--- src/rtl/issue_scoreboard_pkg.sv ---
// Shared definitions for the issue stage: widths, routed opcodes, id_iss_ctrl
// bit positions and the functional-unit encoding.
package issue_scoreboard_pkg;

  localparam int unsigned XLEN   = 32;
  localparam int unsigned NREGS  = 32;
  localparam int unsigned REG_AW = 5;
  localparam int unsigned CTRL_W = 16;

  localparam logic [6:0] OPC_LOAD  = 7'b0000011;
  localparam logic [6:0] OPC_STORE = 7'b0100011;

  // Bit positions inside id_iss_ctrl; bits [2:0] are reserved zero.
  localparam int unsigned CTRL_SELALUSHIFT = 15;
  localparam int unsigned CTRL_SELIMREGB   = 14;
  localparam int unsigned CTRL_ALUOP_HI    = 13;
  localparam int unsigned CTRL_ALUOP_LO    = 11;
  localparam int unsigned CTRL_UNSIG       = 10;
  localparam int unsigned CTRL_SHIFTOP_HI  = 9;
  localparam int unsigned CTRL_SHIFTOP_LO  = 8;
  localparam int unsigned CTRL_READMEM     = 7;
  localparam int unsigned CTRL_WRITEMEM    = 6;
  localparam int unsigned CTRL_SELWSOURCE  = 5;
  localparam int unsigned CTRL_WRITEOV     = 4;
  localparam int unsigned CTRL_SELREGDEST  = 3;

  typedef enum logic {
    FU_ALU = 1'b0,
    FU_MEM = 1'b1
  } fu_e;

  // Loads and stores go to MEM; everything else, including MUL, goes to the ALU.
  function automatic fu_e fu_route(input logic [6:0] opcode);
    return ((opcode == OPC_LOAD) || (opcode == OPC_STORE)) ? FU_MEM : FU_ALU;
  endfunction

endpackage

--- src/rtl/issue_scoreboard_scoreboard_regs.sv ---
// Pending-write scoreboard: one bit per architectural register.
// Ports:
//   clock, reset          clock and asynchronous active-high reset
//   clr_en, clr_addr      clear a pending bit (writeback)
//   set_en, set_addr      set a pending bit (dispatch); set wins over clear
//   sb                    registered pending vector, bit 0 always 0
module scoreboard_regs
  import issue_scoreboard_pkg::*;
#(
  parameter int unsigned NumRegs = NREGS,
  parameter int unsigned AddrW   = REG_AW
) (
  input  logic               clock,
  input  logic               reset,
  input  logic               clr_en,
  input  logic [AddrW-1:0]   clr_addr,
  input  logic               set_en,
  input  logic [AddrW-1:0]   set_addr,
  output logic [NumRegs-1:0] sb
);

  logic [NumRegs-1:0] sb_q, sb_d;

  always_comb begin
    sb_d = sb_q;
    if (clr_en) sb_d[clr_addr] = 1'b0;
    if (set_en) sb_d[set_addr] = 1'b1;
    sb_d[0] = 1'b0;
  end

  always_ff @(posedge clock or posedge reset) begin
    if (reset) sb_q <= '0;
    else       sb_q <= sb_d;
  end

  assign sb = sb_q;

endmodule

--- src/rtl/issue_scoreboard.sv ---
// Single-entry in-order issue stage. Buffers one decoded instruction, blocks it
// on RAW/WAW hazards against the pending-write scoreboard, and dispatches it to
// the ALU or MEM unit with a valid/ready handshake.
// Ports:
//   clock, reset               clock and asynchronous active-high reset
//   id_iss_*                   decoded instruction from decode (id_iss_valid qualifies)
//   iss_stall                  decode must hold its instruction
//   iss_reg_addra/b, reg_iss_* asynchronous register-file read of the buffered sources
//   iss_alu_valid/alu_iss_ready, iss_mem_valid/mem_iss_ready  dispatch handshakes
//   iss_fu_*                   dispatch payload
//   wb_iss_valid, wb_iss_addr  writeback clears a pending bit
//   iss_scoreboard             pending-write vector
module issue_scoreboard
  import issue_scoreboard_pkg::*;
(
  input  logic              clock,
  input  logic              reset,
  input  logic              id_iss_valid,
  input  logic [6:0]        id_iss_opcode,
  input  logic [2:0]        id_iss_funct3,
  input  logic [6:0]        id_iss_funct7,
  input  logic [4:0]        id_iss_addra,
  input  logic [4:0]        id_iss_addrb,
  input  logic [4:0]        id_iss_regdest,
  input  logic              id_iss_writereg,
  input  logic [CTRL_W-1:0] id_iss_ctrl,
  input  logic [XLEN-1:0]   id_iss_imedext,
  output logic              iss_stall,
  output logic [4:0]        iss_reg_addra,
  output logic [4:0]        iss_reg_addrb,
  input  logic [XLEN-1:0]   reg_iss_dataa,
  input  logic [XLEN-1:0]   reg_iss_datab,
  output logic              iss_alu_valid,
  input  logic              alu_iss_ready,
  output logic              iss_mem_valid,
  input  logic              mem_iss_ready,
  output logic [CTRL_W-1:0] iss_fu_ctrl,
  output logic [XLEN-1:0]   iss_fu_opa,
  output logic [XLEN-1:0]   iss_fu_opb,
  output logic [XLEN-1:0]   iss_fu_imm,
  output logic [4:0]        iss_fu_rd,
  output logic              iss_fu_writereg,
  input  logic              wb_iss_valid,
  input  logic [4:0]        wb_iss_addr,
  output logic [NREGS-1:0]  iss_scoreboard
);

  // funct3/funct7 are already folded into id_iss_ctrl by decode.
  logic unused_funct;
  assign unused_funct = ^{id_iss_funct3, id_iss_funct7};

  logic              buf_valid_q;
  logic [6:0]        opcode_q;
  logic [4:0]        rs1_q, rs2_q, rd_q;
  logic              wr_q;
  logic [CTRL_W-1:0] ctrl_q;
  logic [XLEN-1:0]   imm_q;

  logic [NREGS-1:0]  sb;
  logic              raw, waw, issue_ok, fire, accept, sb_set;
  fu_e               unit;

  assign unit = fu_route(opcode_q);

  // rs2 is not read when the immediate replaces operand B.
  assign raw = (sb[rs1_q] && (rs1_q != '0)) ||
               (sb[rs2_q] && (rs2_q != '0) && !ctrl_q[CTRL_SELIMREGB]);
  assign waw = wr_q && (rd_q != '0) && sb[rd_q];

  // Hazards only clear while waiting (sets happen only on our own fire), so a
  // raised valid is never withdrawn before it fires.
  assign issue_ok      = buf_valid_q && !raw && !waw;
  assign iss_alu_valid = issue_ok && (unit == FU_ALU);
  assign iss_mem_valid = issue_ok && (unit == FU_MEM);
  assign fire          = (iss_alu_valid && alu_iss_ready) || (iss_mem_valid && mem_iss_ready);
  assign iss_stall     = buf_valid_q && !fire;
  assign accept        = id_iss_valid && !iss_stall;
  assign sb_set        = fire && wr_q && (rd_q != '0);

  always_ff @(posedge clock or posedge reset) begin
    if (reset) begin
      buf_valid_q <= 1'b0;
      opcode_q    <= '0;
      rs1_q       <= '0;
      rs2_q       <= '0;
      rd_q        <= '0;
      wr_q        <= 1'b0;
      ctrl_q      <= '0;
      imm_q       <= '0;
    end else if (accept) begin
      buf_valid_q <= 1'b1;
      opcode_q    <= id_iss_opcode;
      rs1_q       <= id_iss_addra;
      rs2_q       <= id_iss_addrb;
      rd_q        <= id_iss_regdest;
      wr_q        <= id_iss_writereg;
      ctrl_q      <= id_iss_ctrl;
      imm_q       <= id_iss_imedext;
    end else if (fire) begin
      buf_valid_q <= 1'b0;
    end
  end

  scoreboard_regs #(
    .NumRegs (NREGS),
    .AddrW   (REG_AW)
  ) u_scoreboard_regs (
    .clock    (clock),
    .reset    (reset),
    .clr_en   (wb_iss_valid),
    .clr_addr (wb_iss_addr),
    .set_en   (sb_set),
    .set_addr (rd_q),
    .sb       (sb)
  );

  assign iss_scoreboard  = sb;
  assign iss_reg_addra   = rs1_q;
  assign iss_reg_addrb   = rs2_q;
  assign iss_fu_ctrl     = ctrl_q;
  assign iss_fu_imm      = imm_q;
  assign iss_fu_rd       = rd_q;
  assign iss_fu_writereg = wr_q;
  // Operands read as zero while the buffer is empty.
  assign iss_fu_opa      = buf_valid_q ? reg_iss_dataa : '0;
  assign iss_fu_opb      = !buf_valid_q ? '0 :
                           (ctrl_q[CTRL_SELIMREGB] ? imm_q : reg_iss_datab);

endmodule

--- config.mk ---
export PLATFORM = sky130hd
export DESIGN_NAME = issue_scoreboard
export DESIGN_NICKNAME = d
export VERILOG_FILES = /design/src/rtl/issue_scoreboard_pkg.sv /design/src/rtl/issue_scoreboard_scoreboard_regs.sv /design/src/rtl/issue_scoreboard.sv
export SDC_FILE = /design/constraint.sdc
export NUM_CORES = 1
export LEC_CHECK = 0
export ABC_AREA = 0
export CAP_MARGIN = 40
export CORE_MARGIN = 5
export CORE_UTILIZATION = 40
export DETAILED_ROUTE_END_ITERATION = 8
export PLACE_DENSITY_LB_ADDON = 0.05
export SLEW_MARGIN = 20
export SYNTH_ARGS = -nofsm -noshare
export SYNTH_HDL_FRONTEND = slang
export SYNTH_HIERARCHICAL = 1
export SYNTH_SLANG_ARGS = --single-unit
--- constraint.sdc ---
create_clock -name clock -period 3.7 [get_ports clock]
set_input_delay 0.74 -clock clock [delete_from_list [all_inputs] [get_ports clock]]
set_output_delay 0.74 -clock clock [all_outputs]
set_load 0.02 [all_outputs]
==> flow_summary_export.csv, run 1 <==
group,metric,value,unit
power_and_ir_drop,irDropWorstVdd,0.432,mV
hold_path,hold_depth,1,
floorplanning,start_util,0.407,
sta,skew,0.00952,ns
sta,fin_crit_sh,0.956,
clock_network,clock_latency,0.36,ns
synthesis,ys_ff_latch,102,
floorplanning,core_area,0.0145,sq mm
setup_path,crit_type,"register to primary output",
power_and_ir_drop,powerDensity,973,mW/mm^2
clock_network,clk_path_buf_depth,2,
setup_path,critical_path.endpoint_type,"primary output",
hold_path,hold_class,"register to register",
synthesis,ys_seq_area_frac,0.433,
global_routing,grt_start_max_net_pins,39,
synthesis,syn_nets,635,
clock_network,cts_tree,"yes",
floorplanning,die_w,131,um
global_routing,antenna_found_initial,0,
detailed_routing,dr_wl_met2,10600,um
sta,rsz0062_at_grt,"false",
cells_and_area,diodes,0,
synthesis,synth_cell_types,44,
detailed_routing,drtPass1Iterations,4,
sta,hold_viol,0,
power_and_ir_drop,p_leak,0.00398,uW
cells_and_area,final_cell_mix,"303 x clkdlybuf4s50_1, 97 x dfrtp_1, 69 x mux2_4, 62 x o21ai_1, 50 x mux2i_1",
synthesis,synth_edf_count,0,
clock_network,clk_pin_slew,0.07,ns
synthesis,synth_top_area_cell,"dfrtp_1",
detailed_routing,vias,5234,
synthesis,syn_avg_cell_area,12.3,sq um
synthesis,async_flop_share,1.00,
clock_network,htreeDepth,3,
sta,relSlewSlack,0.599,
sta,setup_viol,0,
detailed_routing,drtIter0Drc,313,
detailed_routing,wl_per_cell,21.9,um
floorplanning,die_height,131,um
placed_design,place_congestion,0.862,
sta,drv_slew,0,
placed_design,dp_hpwl,16500,um
placed_design,pre_cts_ws,0.198,ns
floorplanning,die_area,0.0173,sq mm
detailed_routing,top_layer,"met4",
global_routing,grt_first_pass_wirelength,33500,um
floorplanning,rows,44,
synthesis,synth.area.top_cells,"dfrtp_1 43%, mux2_4 18%, mux2i_1 8.5%",
detailed_routing,viasPerCell,5.36,
detailed_routing,antenna_left,0,
sta,max_freq,283,MHz
clock_network,postCtsSetupBuffers,0,
clock_network,cts-buffers-inserted,9,
synthesis,ys_warn_count,6,
sta,setup_tns,0,ns
detailed_routing,wl_met3,1510,um
synthesis,synth_ff_type,"dfrtp_1",
clock_network,numClockSinks,102,
synthesis,synthCells,479,
setup_path,rr_worst_depth,9,
detailed_routing,route.detailed.drc,0,
detailed_routing,wl_met1,9000,um
floorplanning,io-pin-count,319,
clock_network,cts_root_buf,"clkbuf_16",
sta,tightest_slew,0.602,ns
setup_path,cp_max_fo,16,
cells_and_area,final_nets,943,
cells_and_area,layout_commonest_cell,"clkdlybuf4s50_1",
cells_and_area,drive_above_1_share,0.174,
global_routing,gr-usage-all-layers,0.241,
sta,finalWorstSetupSlack,0.162,ns
sta,finalCriticalPeriod,3.54,ns
global_routing,grt_pass1_vias,5376,
status,status,"finished, final reports clean",
synthesis,netlist.area_leader.share,0.433,
setup_path,cp.required,2.96,ns
clock_network,postCtsHoldBufs,0,
placed_design,portBuffers,306,
setup_path,cp.arrival,2.80,ns
cells_and_area,area_growth,61.1,%
setup_path,crit_path_start_kind,"register",
run,maxCapViolations,0,
global_routing,overflow,0,
detailed_routing,drt-total-wl,21400,um
synthesis,synth_area,0.00589,sq mm
## sequential cells by signal, indices dropped and copies added, names as in the netlist
register              count
iss_fu_imm               32
u_scoreboard_regs/sb     31
iss_fu_ctrl              16
opcode_q                  6
iss_fu_rd                 5
iss_reg_addra             5
iss_reg_addrb             5
buf_valid_q               1
iss_fu_writereg           1
## where the power goes
part           switching [uW]  total [uW]  internal, uW
sequential                665        2310          1650
combinational            2770        6000          3220
clock                     458         924           466
## cell type report
type	count	area, sq um
Clock buffer	9	225
Clock inverter	7	56.3
Fill cell	1131	4990
Inverter	5	20.0
Multi-Input combinational cell	344	3150
Sequential cell	102	2560
Tap cell	184	230
Timing Repair Buffer	325	3250
## cell families (layout without fill, tap and decap cells)
family          after synthesis  count (layout)  share of synthesized area
mux                         142             142                      0.338
compound gates               78              78                     0.0754
buf+inv                      33             346                     0.0329
flops                       102             102                      0.433
other cells                   1               1                   0.000637
simple gates                123             123                      0.120
## metal layers
| layer | vias up | track usage |
|---|---|---|
| met5 | - | 0 |
| met4 | 0 | 0.0686 |
| met3 | 26 | 0.0554 |
| met2 | 242 | 0.403 |
| met1 | 2603 | 0.315 |
| li1 | 2363 | - |
## final timing paths
check                                     from                 endpoint  slack (ns)
max in group asynchronous                reset           iss_fu_ctrl[2]        2.34
min in group asynchronous                reset            iss_fu_imm[8]        0.66
worst min-delay path            iss_fu_ctrl[0]           iss_fu_ctrl[0]        0.51
worst min register to register  iss_fu_ctrl[0]           iss_fu_ctrl[0]        0.51
worst max register to register    iss_fu_rd[1]  u_scoreboard_regs/sb[5]        0.32
worst max-delay path              iss_fu_rd[1]                iss_stall        0.16
## per-stage QoR
step                hold slack [ns]  cell area, sq um  utilization  power (uW)  std cells
detailed placement            0.496              9200        0.635        8330        960
global route                  0.532              9490        0.655        9710        976
finish                        0.513              9490        0.655        9240        976
global placement              0.491              9160        0.633        8240        958
CTS                           0.514              9480        0.655        9270        976
floorplan                     0.482              5890            -        5780        479
## critical path, stage by stage (launching register included)
cell and delay, ns:
dfrtp_1 0.73, mux4_2 0.39, mux2i_1 0.18, nor2_1 0.07
o311ai_1 0.31, nand4_2 0.20, nor2_2 0.15, nor2_1 0.05
dlygate4sd2_1 0.35
## cell usage after synthesis (all sizes together) (2+ instances only)
master,number
mux4,16
nand2b,3
nand3,6
clkbuf,14
nand2,6
inv,4
mux2,76
or3b,7
nor2b,5
dfrtp,102
nand3b,11
o22ai,3
nor2,39
a2111oi,4
and2,32
nor4,2
nor3,4
buf,14
mux2i,50
or3,2
o21ai,64
## repair_timing
| item | in CTS | in global routing |
|---|---|---|
| setup endpoints to repair | 3 | 3 |
| gates resized for setup | 4 | 7 |
| pin swaps | 0 | 1 |
Note: power is estimated with default switching activity, not from simulation.
==> run 2: changes to the inputs <==
--- a/config.mk
+++ b/config.mk
@@ -7,8 +7,10 @@
 export LEC_CHECK = 0
 export ABC_AREA = 0
 export CAP_MARGIN = 40
+export CELL_PAD_IN_SITES_DETAIL_PLACEMENT = 1
+export CELL_PAD_IN_SITES_GLOBAL_PLACEMENT = 2
 export CORE_MARGIN = 5
-export CORE_UTILIZATION = 40
+export CORE_UTILIZATION = 24
 export DETAILED_ROUTE_END_ITERATION = 8
 export PLACE_DENSITY_LB_ADDON = 0.05
 export SLEW_MARGIN = 20
==> flow_summary_export.csv, run 2 (synthesis results as in run 1) <==
group,metric,value,unit
status,status,"finished, final reports clean",
hold_path,hold_class,"register to register",
clock_network,clk_path_buf_depth,2,
placed_design,dp_hpwl,19100,um
clock_network,cts_root_buf,"clkbuf_16",
floorplanning,die_area,0.0278,sq mm
global_routing,grt_pass1_vias,5847,
setup_path,cp_max_fo,14,
sta,max_freq,285,MHz
setup_path,critical_path.endpoint_type,"primary output",
sta,tightest_slew,0.591,ns
floorplanning,die_height,167,um
sta,finalCriticalPeriod,3.51,ns
clock_network,cts-buffers-inserted,9,
sta,rsz0062_at_grt,"false",
global_routing,grt_start_max_net_pins,56,
power_and_ir_drop,power,9400,uW
cells_and_area,fin_util,0.403,
detailed_routing,viasPerCell,4.66,
setup_path,cp.arrival,2.77,ns
power_and_ir_drop,powerDensity,963,mW/mm^2
sta,drv_slew,0,
global_routing,overflow,0,
cells_and_area,finish.instance_area,0.00976,sq mm
setup_path,timing.rr.start,"iss_reg_addra[0]",
cells_and_area,area_growth,65.7,%
detailed_routing,drtPass1Iterations,4,
power_and_ir_drop,comb_power_share,0.655,
detailed_routing,wl_per_cell,21.6,um
setup_path,worstSetupStartpoint,"iss_reg_addra[0]",
cells_and_area,final_nets,955,
detailed_routing,vias,5265,
power_and_ir_drop,p_leak,0.00405,uW
detailed_routing,antenna_left,0,
power_and_ir_drop,p_int,5390,uW
cells_and_area,largest_reg_flops,32,
global_routing,gr-usage-all-layers,0.171,
setup_path,worst_r2r_endpoint,"u_scoreboard_regs/sb[24]",
sta,setup_viol,0,
clock_network,postCtsHoldBufs,0,
floorplanning,rows,57,
setup_path,r2r_slack,0.25,ns
power_and_ir_drop,irDropWorstVdd,0.455,mV
sta,finalWorstSetupSlack,0.187,ns
clock_network,htreeDepth,3,
detailed_routing,drtIter0Drc,153,
power_and_ir_drop,p_clk_frac,0.103,
floorplanning,io-pin-count,319,
clock_network,numClockSinks,102,
sta,fin_crit_sh,0.950,
hold_path,holdCritStartpoint,"iss_fu_ctrl[7]",
clock_network,cts_tree,"yes",
sta,hold_viol,0,
clock_network,clock_latency,0.36,ns
cells_and_area,final_cell_mix,"303 x clkdlybuf4s50_1, 97 x dfrtp_1, 69 x mux2_4, 62 x o21ai_1, 50 x mux2i_1",
cells_and_area,layout_commonest_cell,"clkdlybuf4s50_1",
setup_path,crit_path_end,"iss_mem_valid",
setup_path,crit_path_start_kind,"register",
placed_design,pre_cts_ws,0.0887,ns
placed_design,portBuffers,306,
power_and_ir_drop,netSwitchingPower,4010,uW
cells_and_area,drive_above_1_share,0.189,
power_and_ir_drop,switching_share,0.427,
floorplanning,core_area,0.0242,sq mm
setup_path,rr_worst_depth,9,
placed_design,place_area,0.00941,sq mm
global_routing,antenna_found_initial,3,
placed_design,place_congestion,0.787,
setup_path,crit_type,"register to primary output",
detailed_routing,route.detailed.drc,0,
sta,setup_tns,0,ns
power_and_ir_drop,seqPwrFrac,0.242,
floorplanning,start_util,0.243,
floorplanning,die_w,167,um
global_routing,grt_first_pass_wirelength,36900,um
sta,skew,0.0181,ns
detailed_routing,drt-total-wl,24400,um
run,maxCapViolations,0,
setup_path,cp.required,2.96,ns
sta,relSlewSlack,0.594,
clock_network,clk_pin_slew,0.09,ns
## run 2: how the worst min path moves through the flow
stage	slack, ns	depth (start not counted)	to
2_1_floorplan	0.48	1	opcode_q[2]
3_3_place_gp	0.50	1	iss_fu_ctrl[2]
3_5_place_dp	0.49	1	iss_fu_ctrl[1]
4_1_cts	0.52	1	iss_fu_ctrl[1]
5_1_grt	0.54	1	iss_fu_ctrl[6]
6_report	0.52	1	iss_fu_ctrl[7]
## run 2: power by group through the flow
stage	clock, uW	sequential (uW)	combinational, uW
after floorplan	0	2650	3130
after global placement	0	2270	6170
after detailed placement	0	2310	6240
after CTS	1010	2290	6240
after global routing	1050	2380	6520
final	968	2270	6160
## run 2: cell type report
class | count | area, sq um
Antenna cell | 3 | 7.51
Clock buffer | 9 | 225
Clock inverter | 7 | 77.6
Fill cell | 2654 | 14500
Inverter | 5 | 20.0
Multi-Input combinational cell | 344 | 3150
Sequential cell | 102 | 2560
Tap cell | 324 | 405
Timing Repair Buffer | 337 | 3320
## run 2: worst max-delay path, cell delays in order (launching register included)
cell	delay, ns
dfrtp_2	0.46
buf_6	0.19
mux4_1	0.57
mux2_2	0.29
o22ai_1	0.18
nand4_2	0.22
nor2_1	0.14
dlygate4sd2_1	0.37
## run 2: metal layers
metal  track usage  wire [um]  vias to the layer above
met5             0          0                        -
met4        0.0576        576                        0
met3        0.0393       1230                       32
met2         0.298      12200                      200
met1         0.210      10400                     2635
li1              -          -                     2398
## run 2: what timing repair did
item / CTS / global route
pin swaps: 0 / 2
buffers inserted: 0 / 2
resized for setup: 6 / 6
setup endpoints to repair: 3 / 26
## run 2: metrics by stage
step / hold WS, ns / cells
global placement: 0.495 / 1109
finish: 0.517 / 1131
floorplan: 0.482 / 479
CTS: 0.518 / 1125
global route: 0.535 / 1131
detailed placement: 0.494 / 1109
==> run 3: changes to the inputs <==
--- a/config.mk
+++ b/config.mk
@@ -10,7 +10,7 @@
 export CELL_PAD_IN_SITES_DETAIL_PLACEMENT = 1
 export CELL_PAD_IN_SITES_GLOBAL_PLACEMENT = 2
 export CORE_MARGIN = 5
-export CORE_UTILIZATION = 24
+export CORE_UTILIZATION = 25
 export DETAILED_ROUTE_END_ITERATION = 8
 export PLACE_DENSITY_LB_ADDON = 0.05
 export SLEW_MARGIN = 20
==> constraint.sdc (replaced) <==
create_clock -name clock -period 4.1 [get_ports clock]
set_input_delay 0.82 -clock clock [delete_from_list [all_inputs] [get_ports clock]]
set_output_delay 0.82 -clock clock [all_outputs]
set_load 0.02 [all_outputs]
==> flow_summary_export.csv, run 3 (synthesis results as in run 1) <==
group,metric,value,unit
floorplanning,die_height,164,um
global_routing,met1_usage,0.217,
global_routing,grt_first_pass_wirelength,35800,um
floorplanning,core_area,0.0233,sq mm
detailed_routing,route.detailed.drc,0,
placed_design,place_congestion,0.759,
global_routing,gr-usage-all-layers,0.174,
hold_path,hold_class,"register to register",
floorplanning,rows,56,
setup_path,cpPeakStageDelay,0.60,ns
cells_and_area,diodes,0,
global_routing,overflow,0,
setup_path,path_cells,"mux4_1, mux2i_1, nor3b_1, a2111oi_2, nand4_2, nor2_1, nor2_1, dlymetal6s2s_1",
clock_network,postCtsHoldBufs,0,
setup_path,crit_path_start_kind,"register",
clock_network,clock_latency,0.35,ns
detailed_routing,drt-total-wl,24400,um
sta,skew,0.0138,ns
cells_and_area,largest_reg_flops,32,
sta,max_freq,273,MHz
floorplanning,io-pin-count,319,
global_routing,use_met3,0.0411,
cells_and_area,nFillCells,2512,
global_routing,grt_start_max_net_pins,37,
sta,tightest_slew,0.660,ns
power_and_ir_drop,p_leak,0.00400,uW
status,status,"finished, final reports clean",
detailed_routing,drtPass1Iterations,4,
setup_path,crit_type,"register to primary output",
placed_design,place_inst,1092,
detailed_routing,drtIter0Drc,226,
floorplanning,die_area,0.0267,sq mm
detailed_routing,viasPerCell,4.76,
run,maxCapViolations,0,
clock_network,cts_root_buf,"clkbuf_16",
power_and_ir_drop,irDropWorstVdd,0.332,mV
setup_path,crit_path_top_delay_cell,"mux4_1",
power_and_ir_drop,powerDensity,874,mW/mm^2
cells_and_area,final_cell_mix,"303 x clkdlybuf4s50_1, 96 x dfrtp_1, 69 x mux2_4, 62 x o21ai_1, 50 x mux2i_1",
sta,rsz0062_at_grt,"false",
setup_path,cp.required,3.28,ns
global_routing,grt_use_met2,0.301,
detailed_routing,vias,5281,
sta,finalWorstSetupSlack,0.442,ns
cells_and_area,stdcell_count,1110,
clock_network,clk_path_buf_depth,2,
global_routing,antenna_found_initial,1,
placed_design,portBuffers,306,
setup_path,path_delay_family,"multiplexers",
setup_path,path_common_cell,"nor2_1",
sta,relSlewSlack,0.559,
clock_network,htreeDepth,3,
cells_and_area,final_nets,942,
setup_path,cp_num_buf_inv,1,
sta,setup_tns,0,ns
detailed_routing,wl_per_cell,22.0,um
placed_design,dp_hpwl,19000,um
detailed_routing,antenna_left,0,
sta,drv_slew,0,
sta,fin_crit_sh,0.892,
cells_and_area,area_growth,63.8,%
clock_network,numClockSinks,102,
clock_network,cts-buffers-inserted,9,
setup_path,cp.arrival,2.84,ns
clock_network,clk_pin_slew,0.08,ns
setup_path,critical_path.endpoint_type,"primary output",
setup_path,cp_max_fo,5,
sta,finalCriticalPeriod,3.66,ns
cells_and_area,drive_above_1_share,0.173,
global_routing,grt_pass1_vias,5672,
placed_design,pre_cts_ws,0.398,ns
clock_network,cts_tree,"yes",
global_routing,grt_busiest_layer,"met2",
cells_and_area,layout_commonest_cell,"clkdlybuf4s50_1",
floorplanning,start_util,0.252,
floorplanning,die_w,164,um
cells_and_area,fin_util,0.414,
sta,hold_viol,0,
sta,setup_viol,0,
run 3: changes by cell type in the layout (fill, tap and decap cells not counted), moves of 2 or more:
| cell | previous run | this run |
|---|---|---|
| buf_4 | 28 | 15 |
| clkinv_8 | 2 | 0 |
| diode_2 | 3 | 0 |
| dlygate4sd2_1 | 2 | 0 |
| dlymetal6s2s_1 | 0 | 3 |
run 3: path summary, 6_finish.rpt:
kind / start / to / slack (ns) / depth (start not counted)
hold reg to reg: iss_fu_ctrl[10] / iss_fu_ctrl[10] / 0.51 / 1
setup / recovery: iss_reg_addra[0] / iss_stall / 0.44 / 8
min in group asynchronous: reset / iss_fu_ctrl[13] / 0.74 / 2
hold / removal: iss_fu_ctrl[10] / iss_fu_ctrl[10] / 0.51 / 1
max in group asynchronous: reset / iss_reg_addra[2] / 2.61 / 4
setup reg to reg: iss_reg_addra[0] / u_scoreboard_regs/sb[14] / 0.59 / 9
run 3: where the power goes:
group | total, uW | switching, uW | internal [uW] | leakage [uW]
sequential | 2120 | 632 | 1490 | 0.00125
clock | 843 | 406 | 437 | 0.000138
combinational | 5470 | 2550 | 2930 | 0.00262
total | 8440 | 3580 | 4850 | 0.00400
run 3: area by class of cell:
class | instances | area [sq um] | area share
repair buffers | 324 | 3240 | 0.336
multi-input cells | 344 | 3140 | 0.326
flip-flops and latches | 102 | 2560 | 0.265
well taps | 319 | 399 | 0.0414
clock buffers | 11 | 243 | 0.0252
clock inverters | 5 | 41.3 | 0.00428
inverters | 5 | 20.0 | 0.00207
run 3: timing repair:
| item | 4_1_cts | 5_1_grt |
|---|---|---|
| setup buffers | 0 | 2 |
| endpoints found under the setup margin | 1 | 3 |
| hold endpoints to repair | 0 | 0 |
| resized for setup | 2 | 6 |
| pin swaps | 0 | 1 |
run 3: metrics by stage:
stage	power, uW	cell area, sq um	hold WS, ns
finish	8440	9650	0.509
global route	8910	9650	0.520
CTS	8530	9620	0.514
detailed placement	7630	9340	0.494
global placement	7540	9320	0.495
floorplan	5210	5890	0.482
run 3: routing by layer:
layer | wire, um | vias to the layer above
li1 | - | 2380
met1 | 10400 | 2669
met2 | 12100 | 201
met3 | 1510 | 29
met4 | 414 | 2
met5 | 14 | -
